**src/rtl/instruction_prefetch_buffer.sv**
```systemverilog
`default_nettype none
// +--------------------------------------------------------------------------+
// | instruction_prefetch_buffer: sequential fetch, in-order prefetch FIFO,    |
// | redirect flush and halt detection. Optional: IPB_PERF_COUNTERS_EN. Rev 1.0|
// +--------------------------------------------------------------------------+
module instruction_prefetch_buffer #(
  parameter int          DEPTH     = 4,
  parameter logic [31:0] RESET_PC  = 32'h0000_0000,
  parameter logic [31:0] HALT_WORD = 32'hFFFF_FFFF
) (
  input  logic                     clock,
  input  logic                     reset,
  output logic                     imem_req_valid,
  input  logic                     imem_req_ready,
  output logic [31:0]              imem_req_addr,
  input  logic                     imem_resp_valid,
  input  logic [31:0]              imem_resp_data,
  input  logic                     redirect_valid,
  input  logic [31:0]              redirect_target,
  output logic                     out_valid,
  input  logic                     out_ready,
  output logic [31:0]              out_instruction,
  output logic [31:0]              out_pc,
  output logic                     halted,
  output logic [$clog2(DEPTH):0]   occupancy
`ifdef IPB_PERF_COUNTERS_EN
  ,
  output logic [15:0]              perf_flushed_entries,
  output logic [15:0]              perf_stall_cycles
`endif
);

  localparam int            PW   = $clog2(DEPTH);
  localparam int            CW   = PW + 1;
  localparam logic [CW-1:0] FULL = CW'(DEPTH);

  localparam logic [1:0] ST_RUN    = 2'd0;
  localparam logic [1:0] ST_DRAIN  = 2'd1;
  localparam logic [1:0] ST_HALTED = 2'd2;

  logic [1:0]    state;
  logic [31:0]   fetch_pc;
  logic [31:0]   resp_pc;
  logic [CW-1:0] in_flight;
  logic [CW-1:0] discard;
  logic [CW-1:0] occ;
  logic [PW-1:0] rd_ptr;
  logic [PW-1:0] wr_ptr;
  logic [31:0]   fifo_instr [DEPTH];
  logic [31:0]   fifo_pc    [DEPTH];

  logic          credit_ok;
  logic          req_fire;
  logic          redirect;
  logic          enq;
  logic          deq;

  // Stored entries plus outstanding requests never exceed DEPTH, so the FIFO cannot overflow.
  assign credit_ok       = ({1'b0, occ} + {1'b0, in_flight}) < {1'b0, FULL};
  assign imem_req_valid  = !reset && (state == ST_RUN) && credit_ok && !redirect_valid;
  assign imem_req_addr   = fetch_pc;
  assign req_fire        = imem_req_valid && imem_req_ready;
  assign redirect        = redirect_valid && (state != ST_HALTED);
  assign enq             = imem_resp_valid && !redirect && (discard == '0) && (state == ST_RUN);
  assign out_valid       = (occ != '0);
  assign deq             = out_valid && out_ready;
  assign out_instruction = out_valid ? fifo_instr[rd_ptr] : 32'h0;
  assign out_pc          = out_valid ? fifo_pc[rd_ptr] : 32'h0;
  assign halted          = (state == ST_HALTED);
  assign occupancy       = occ;

  always_ff @(posedge clock) begin
    if (enq) begin
      fifo_instr[wr_ptr] <= imem_resp_data;
      fifo_pc[wr_ptr]    <= resp_pc;
    end
  end

  always_ff @(posedge clock) begin
    if (reset) begin
      state     <= ST_RUN;
      fetch_pc  <= RESET_PC;
      resp_pc   <= RESET_PC;
      in_flight <= '0;
      discard   <= '0;
      occ       <= '0;
      rd_ptr    <= '0;
      wr_ptr    <= '0;
    end else begin
      assert (!(enq && (occ == FULL) && !deq));
      in_flight <= in_flight + CW'(req_fire) - CW'(imem_resp_valid);
      if (req_fire) fetch_pc <= fetch_pc + 32'd4;
      if (imem_resp_valid && (discard != '0)) discard <= discard - 1'b1;
      if (enq) begin
        wr_ptr  <= wr_ptr + 1'b1;
        resp_pc <= resp_pc + 32'd4;
      end
      if (deq) rd_ptr <= rd_ptr + 1'b1;
      occ <= occ + CW'(enq) - CW'(deq);

      if (enq && (imem_resp_data == HALT_WORD)) state <= ST_DRAIN;
      if ((state == ST_DRAIN) && deq && (out_instruction == HALT_WORD)) state <= ST_HALTED;

      // Every outstanding response except the one arriving now must be thrown away.
      if (redirect) begin
        discard  <= in_flight - CW'(imem_resp_valid);
        fetch_pc <= redirect_target;
        resp_pc  <= redirect_target;
        rd_ptr   <= '0;
        wr_ptr   <= '0;
        occ      <= '0;
        state    <= ST_RUN;
      end
    end
  end

`ifdef IPB_PERF_COUNTERS_EN
  logic [CW:0]  flush_count;
  logic [16:0]  flush_sum;

  assign flush_count = {1'b0, occ - CW'(deq)} + {1'b0, in_flight - CW'(imem_resp_valid)};
  assign flush_sum   = {1'b0, perf_flushed_entries} + 17'(flush_count);

  always_ff @(posedge clock) begin
    if (reset) begin
      perf_flushed_entries <= 16'h0;
      perf_stall_cycles    <= 16'h0;
    end else begin
      if (redirect) perf_flushed_entries <= flush_sum[16] ? 16'hFFFF : flush_sum[15:0];
      if ((state == ST_RUN) && !out_valid && (perf_stall_cycles != 16'hFFFF))
        perf_stall_cycles <= perf_stall_cycles + 16'd1;
    end
  end
`endif

endmodule
`default_nettype wire

```
**config.mk**
```make
export PLATFORM = sky130hd
export DESIGN_NAME = instruction_prefetch_buffer
export DESIGN_NICKNAME = d
export VERILOG_FILES = /design/src/rtl/instruction_prefetch_buffer.sv
export SDC_FILE = /design/constraint.sdc
export NUM_CORES = 1
export LEC_CHECK = 0
export CAP_MARGIN = 20
export CORE_AREA = 4 4 139 194
export DETAILED_ROUTE_END_ITERATION = 8
export DIE_AREA = 0 0 143 198
export GPL_TIMING_DRIVEN = 0
export PLACE_DENSITY_LB_ADDON = 0.25
export SKIP_LAST_GASP = 1
export SYNTH_ARGS = -nofsm -noshare
export SYNTH_HDL_FRONTEND = slang
export SYNTH_SLANG_ARGS = --single-unit
```
**constraint.sdc**
```tcl
create_clock -name clock -period 4 [get_ports clock]
set_input_delay 1.2 -clock clock [delete_from_list [all_inputs] [get_ports clock]]
set_output_delay 1.2 -clock clock [all_outputs]
set_load 0.02 [all_outputs]
```
# --- Word-level counts from Yosys, hierarchy flattened ---
# Memories as Yosys holds them, arrays and structs flattened. A register that Yosys moved wholly into a read port is not among the register bits.
# Index checks and enable logic that the tools add are counted.
totals:
  inputBits: 70
  mem_count: 2
  romBits: 0
  elab_cells: 70
  latchBits: 0
  out_inout_bits: 102
  ramBits: 256
  ff_bits: 79
memory_table:
  columns: ["memory", "words", "width", "rd", "rd_ports_with_merged_regs", "write_ports", "line_no", "source"]
  rows:
  - ["fifo_instr", 4, 32, 1, 1, 1, "49", "logic [31:0] fifo_instr [DEPTH];"]
  - ["fifo_pc", 4, 32, 1, 1, 1, "50", "logic [31:0] fifo_pc [DEPTH];"]
op_classes:
  shift: 0
  bitwise: 0
  magnitude_cmp: 1
  div_mod_pow: 0
  mux: 16
  n_eq_ne: 5
  reduce_logical: 26
  n_mul: 0
  n_addsub: 11
op_table:
  columns: ["cell", "count"]
  rows:
  - ["$mux W32", 6]
  - ["$add A32 B3 Y32 const B", 2]
  - ["$eq A32 B32 Y1 const B", 2]
  - ["$logic_and A1 B1 Y1", 13]
  - ["$mux W2", 6]
  - ["$sub A3 B1 Y3", 3]
  - ["$reduce_bool A2 Y1", 4]
  - ["$add A3 B1 Y3", 2]
  - ["$mux W3", 2]
  - ["$reduce_bool A3 Y1", 2]
  - ["$add A2 B1 Y2 const B", 2]
  - ["$add A3 B3 Y4", 1]
  - ["$lt A4 B3 Y1 const B", 1]
  - ["$logic_not A1 Y1", 3]
  - ["$logic_not A3 Y1", 1]
  - ["$reduce_or A3 Y1", 1]
  - ["$sub A3 B1 Y3 const B", 1]
  - ["$eq A2 B1 Y1 const B", 1]
  - ["$eq A2 B2 Y1 const B", 1]
  - ["$logic_not A2 Y1", 1]
  - ["$mux W1", 2]
  - ["$ne A2 B2 Y1 const B", 1]
  - ["$reduce_or A2 Y1", 1]

# --- Longest topological paths before layout ---
depth:
  ltp_word: 9
  ltp_mapped: 12
  depth_no_buf: 11

# --- Least setup slack after synthesis ---
# OpenSTA, ideal clock, no wires.
synth_path:
  path_type: "in2reg"
  startpoint: "input redirect_valid"
  endpoint: "memory fifo_instr[0][0], enable pin"
  path_buffers: 0
  required_ns: 3.571
  setup_ns: 0.429
  path_stages: 2
  t_arrival_ns: 3.079
  setup_slack_ns: 0.492
  path_cell_list: "nor3_2 -> and3_1"
synth_via:
  elab_chain_cells: 7
synth_lines:
  columns: ["item", "line_no", "source"]
  rows:
  - ["from (decl)", "18", "input logic redirect_valid,"]
  - ["$logic_and A1 B1 Y1", "63", "assign redirect = redirect_valid && (state != ST_HALTED);"]
  - ["$logic_not A1 Y1", "64", "assign enq = imem_resp_valid && !redirect && (discard == '0) && (state == ST_RUN);"]
  - ["$logic_and A1 B1 Y1 (3 in a row)", "64", null]
  - ["$mux W1", "73", "if (enq) begin"]
  - ["$mux W1 (implied by the code)", "74", "fifo_instr[wr_ptr] <= imem_resp_data;"]
  - ["to (decl)", "49", null]
# No other way between the ends.

==> key figures <==
Layout
  • Ant. Diodes: 0
  • Most common cell after layout, fill and taps aside: edfxtp_1
  • Nets: 1198
  • Most frequent cells in the layout: edfxtp_1, clkdlybuf4s50_1, dfxtp_1, and2_1, mux4_2
  • Final core occ: 68.3%
  • Final instance area: 17300 um^2
  • Area Growth Syn to Fin: 24.1%
  • Layout cells sized above 1: 13.2%

Setup path
  • Worst path bufs/invs: 4
  • Critical path peak fanout: 10
  • Cell mode on critical path: buf_8
  • Slowest cell on crit path: clkdlybuf4s50_1
  • Ordered list of cells on the worst path: buf_6 > buf_8 > buf_8 > mux4_2 > and2_1 > clkdlybuf4s50_1
  • Setup crit start kind: register
  • Slowest cell delay on critical path: 540 ps
  • Cell depth of the worst setup path: 6
  • Crit. End Element: output port
  • CP required: 2800 ps
  • Cell count of the worst reg-to-reg path: 11
  • Setup CP Type: register to output port
  • Top cell family by delay on the critical path: buffers and inverters
  • Worst reg2reg startpoint: discard[0]$_SDFFE_PP0P_
  • CP arrival: 2680 ps

Die
  • Die area: 28300 um^2
  • Die width: 143 um
  • Io pins: 172
  • Row cnt: 69
  • Core area: 25300 um^2
  • Initial core utilization: 55.1%
  • Chip height: 198 um

Timing
  • Post-layout min period: 3880 ps
  • Hold_ws: 455 ps
  • Tcrit/Tclk final: 97.1%
  • Max Slew Vio Count: 0
  • Worst Skew: 20.3 ps
  • Worst-Margin Slew: 772 ps
  • Slew margin rel.: 48.4%
  • Setup TNS Final: 0 ps
  • Unrepaired setup endpoints after global routing: no
  • Final Hold Viols: 0
  • Maximum clock rate: 0.258 GHz
  • Final setup vio count: 0

Global route
  • Initial antenna violation count: 0
  • Vias in the first global route: 8783
  • First-pass GRT wire length: 48700 um
  • Total global-route track usage: 22.3%
  • Global route overflow: 0
  • Largest net degree at the start of global routing: 43

Pwr
  • Worst vdd ir: 0.353 mV
  • Final Total Pwr: 7.74 mW
  • Power per cell area: 448 nW/um^2
  • Static Leak: 5.92 nW

Drt
  • Remaining DRCs: 0
  • Met3 wire len: 1920 um
  • DR vias: 8443
  • Vias per inst: 5.81
  • Routed len/inst: 21.5 um
  • Final ANT Viol Nets: 0
  • Pre-antenna DRT Iters: 5
  • Highest routed layer: met4
  • DRT iter0 DRCs: 506
  • Wl on met1: 12100 um
  • Met2 wire length: 16700 um
  • Detailed Route WL: 31300 um

Yosys
  • Synth Register Bits: 337
  • Mean Syn Cell Area: 15.4 um^2
  • Synth top area cells: edfxtp_1, dfxtp_1, mux4_2, and2_1, a21oi_1
  • Top cell type by total area after synthesis: edfxtp_1
  • Main combinational cell family by area after synthesis: simple AND/OR/NAND/NOR gates
  • Post-synth top flop: edfxtp_1
  • Synth Cell Area: 13900 um^2
  • Proportion of synthesized area in mux cells: 10.5%
  • Post-synth net total: 990
  • Sequential area share after synthesis: 66.8%
  • Xor/xnor cell area share of the yosys netlist: 3.40%
  • Synth Area in Compound Gates: 4.87%
  • Async SR Flop Fraction: 0%
  • Adder-cell share of the synthesized area: 1.72%
  • Yosys cell types: 46
  • Synth Warn #: 0
  • Mapped Cells: 902
  • Post-synthesis simple-gate area fraction: 10.8%
  • Share of the synthesized area in the top cell type: 55.2%
  • Post-synth EDFFs: 256

Clock network
  • Maximum buffer depth of the clock tree: 3
  • CTS sink count: 337
  • TritonCTS clock tree: done
  • Root Driver: clkbuf_16
  • TritonCTS Buffers: 30
  • Clk_lat worst skew: 550 ps
  • H-tree depth: 1
  • Cts hold-fix bufs: 0
  • Clock-pin slew on the worst setup and hold paths: 60 ps

Hold path
  • Hold Crit Start: imem_req_addr[0]$_SDFFE_PP0P_
  • Hold Path Class: register to register
  • Worst Hold Depth: 2

Placement
  • Placed cell area: 16200 um^2
  • IO buf count: 171
  • Final RePlAce weighted congestion: 0.904
  • Placed wire-length estimate: 22000 um

Run
  • Max-cap violations: 0

Run status
  • Status: finished, final reports clean
[worst register-to-register path, cell delays in order, from the launching register on]
cell	delay, ps
dfxtp_1	320
inv_1	80
ha_1	200
nand3b_1	200
nor2_1	650
inv_1	150
ha_1	310
inv_1	40
ha_1	180
fa_1	380
xnor2_1	160
nor2_1	50
[final timing paths]
| check | to | slack (ps) |
|---|---|---|
| worst min-delay path | imem_req_addr[0]$_SDFFE_PP0P_ | 450 |
| worst min register to register | imem_req_addr[0]$_SDFFE_PP0P_ | 450 |
| worst max-delay path | out_pc[22] | 120 |
| worst max register to register | occupancy[2]$_SDFF_PP0_ | 1160 |
[through the flow]
| step | cells | setup WS, ps |
|---|---|---|
| floorplan | 902 | 492 |
| global placement | 1392 | -1380 |
| detailed placement | 1396 | -275 |
| CTS | 1453 | -13.0 |
| global route | 1453 | 2.41 |
| finish | 1453 | 117 |
[layer usage]
metal / GRT usage, % / vias up
met1: 28.3 / 4200
met5: 0 / -
met2: 40.1 / 298
met4: 5.85 / 0
li1: - / 3900
met3: 3.45 / 45
[repair_timing]
item                       in CTS  in global routing
buffers inserted                1                  0
pin swaps                       1                  0
cloned                          0                  0
setup endpoints to repair      61                 36
resized for setup              34                 18
[Yosys cell counts (2+ instances only)]
cell,number
fa_1,2
mux4_2,64
nor2b_1,2
xor2_1,24
and2_1,70
nor2_1,21
nor4b_1,3
mux2i_1,2
and4_1,12
a211oi_1,6
ha_1,16
nor4_1,8
edfxtp_1,256
nand2_1,33
clkbuf_1,29
o21ai_0,10
nor3_2,2
buf_2,7
buf_4,2
nand2b_1,2
inv_1,22
nand4_1,32
o21bai_1,29
dfxtp_1,81
nand3_1,21
xnor2_1,30
a21oi_1,53
or3_1,10
nor3_1,10
a31oi_1,12
and3_1,16
[power breakdown]
part	internal (mW)	total [mW]	switching [mW]
sequential	3.89	4.00	0.104
combinational	0.417	0.875	0.458
clock	1.67	2.87	1.20
[kinds of logic (layout without fill, tap and decap cells)]
| family | after synthesis | count (layout) |
|---|---|---|
| compound gates | 113 | 113 |
| buf+inv | 63 | 295 |
| mux | 66 | 66 |
| simple gates | 251 | 251 |
| flops | 337 | 337 |
| xor+xnor | 54 | 54 |
| fa+ha+maj | 18 | 18 |
[flip-flops by register name, indices dropped and copies added, names as in the netlist, named ones only]
| name | flops |
|---|---|
| fifo_instr | 128 |
| fifo_pc | 128 |
| imem_req_addr | 32 |
| resp_pc | 32 |
| discard | 3 |
| in_flight | 3 |
| occupancy | 3 |
| rd_ptr | 2 |
| state | 2 |
| wr_ptr | 2 |
[final cells by class]
cell class                      count  area (um^2)
Buffer                             40          250
Clock buffer                       36          795
Clock inverter                     20          200
Fill cell                        1768         8010
Inverter                           23         86.3
Multi-Input combinational cell    502         4390
Sequential cell                   337         9310
Tap cell                          319          399
Timing Repair Buffer              176         1860
(Power assumes the default switching activity.)
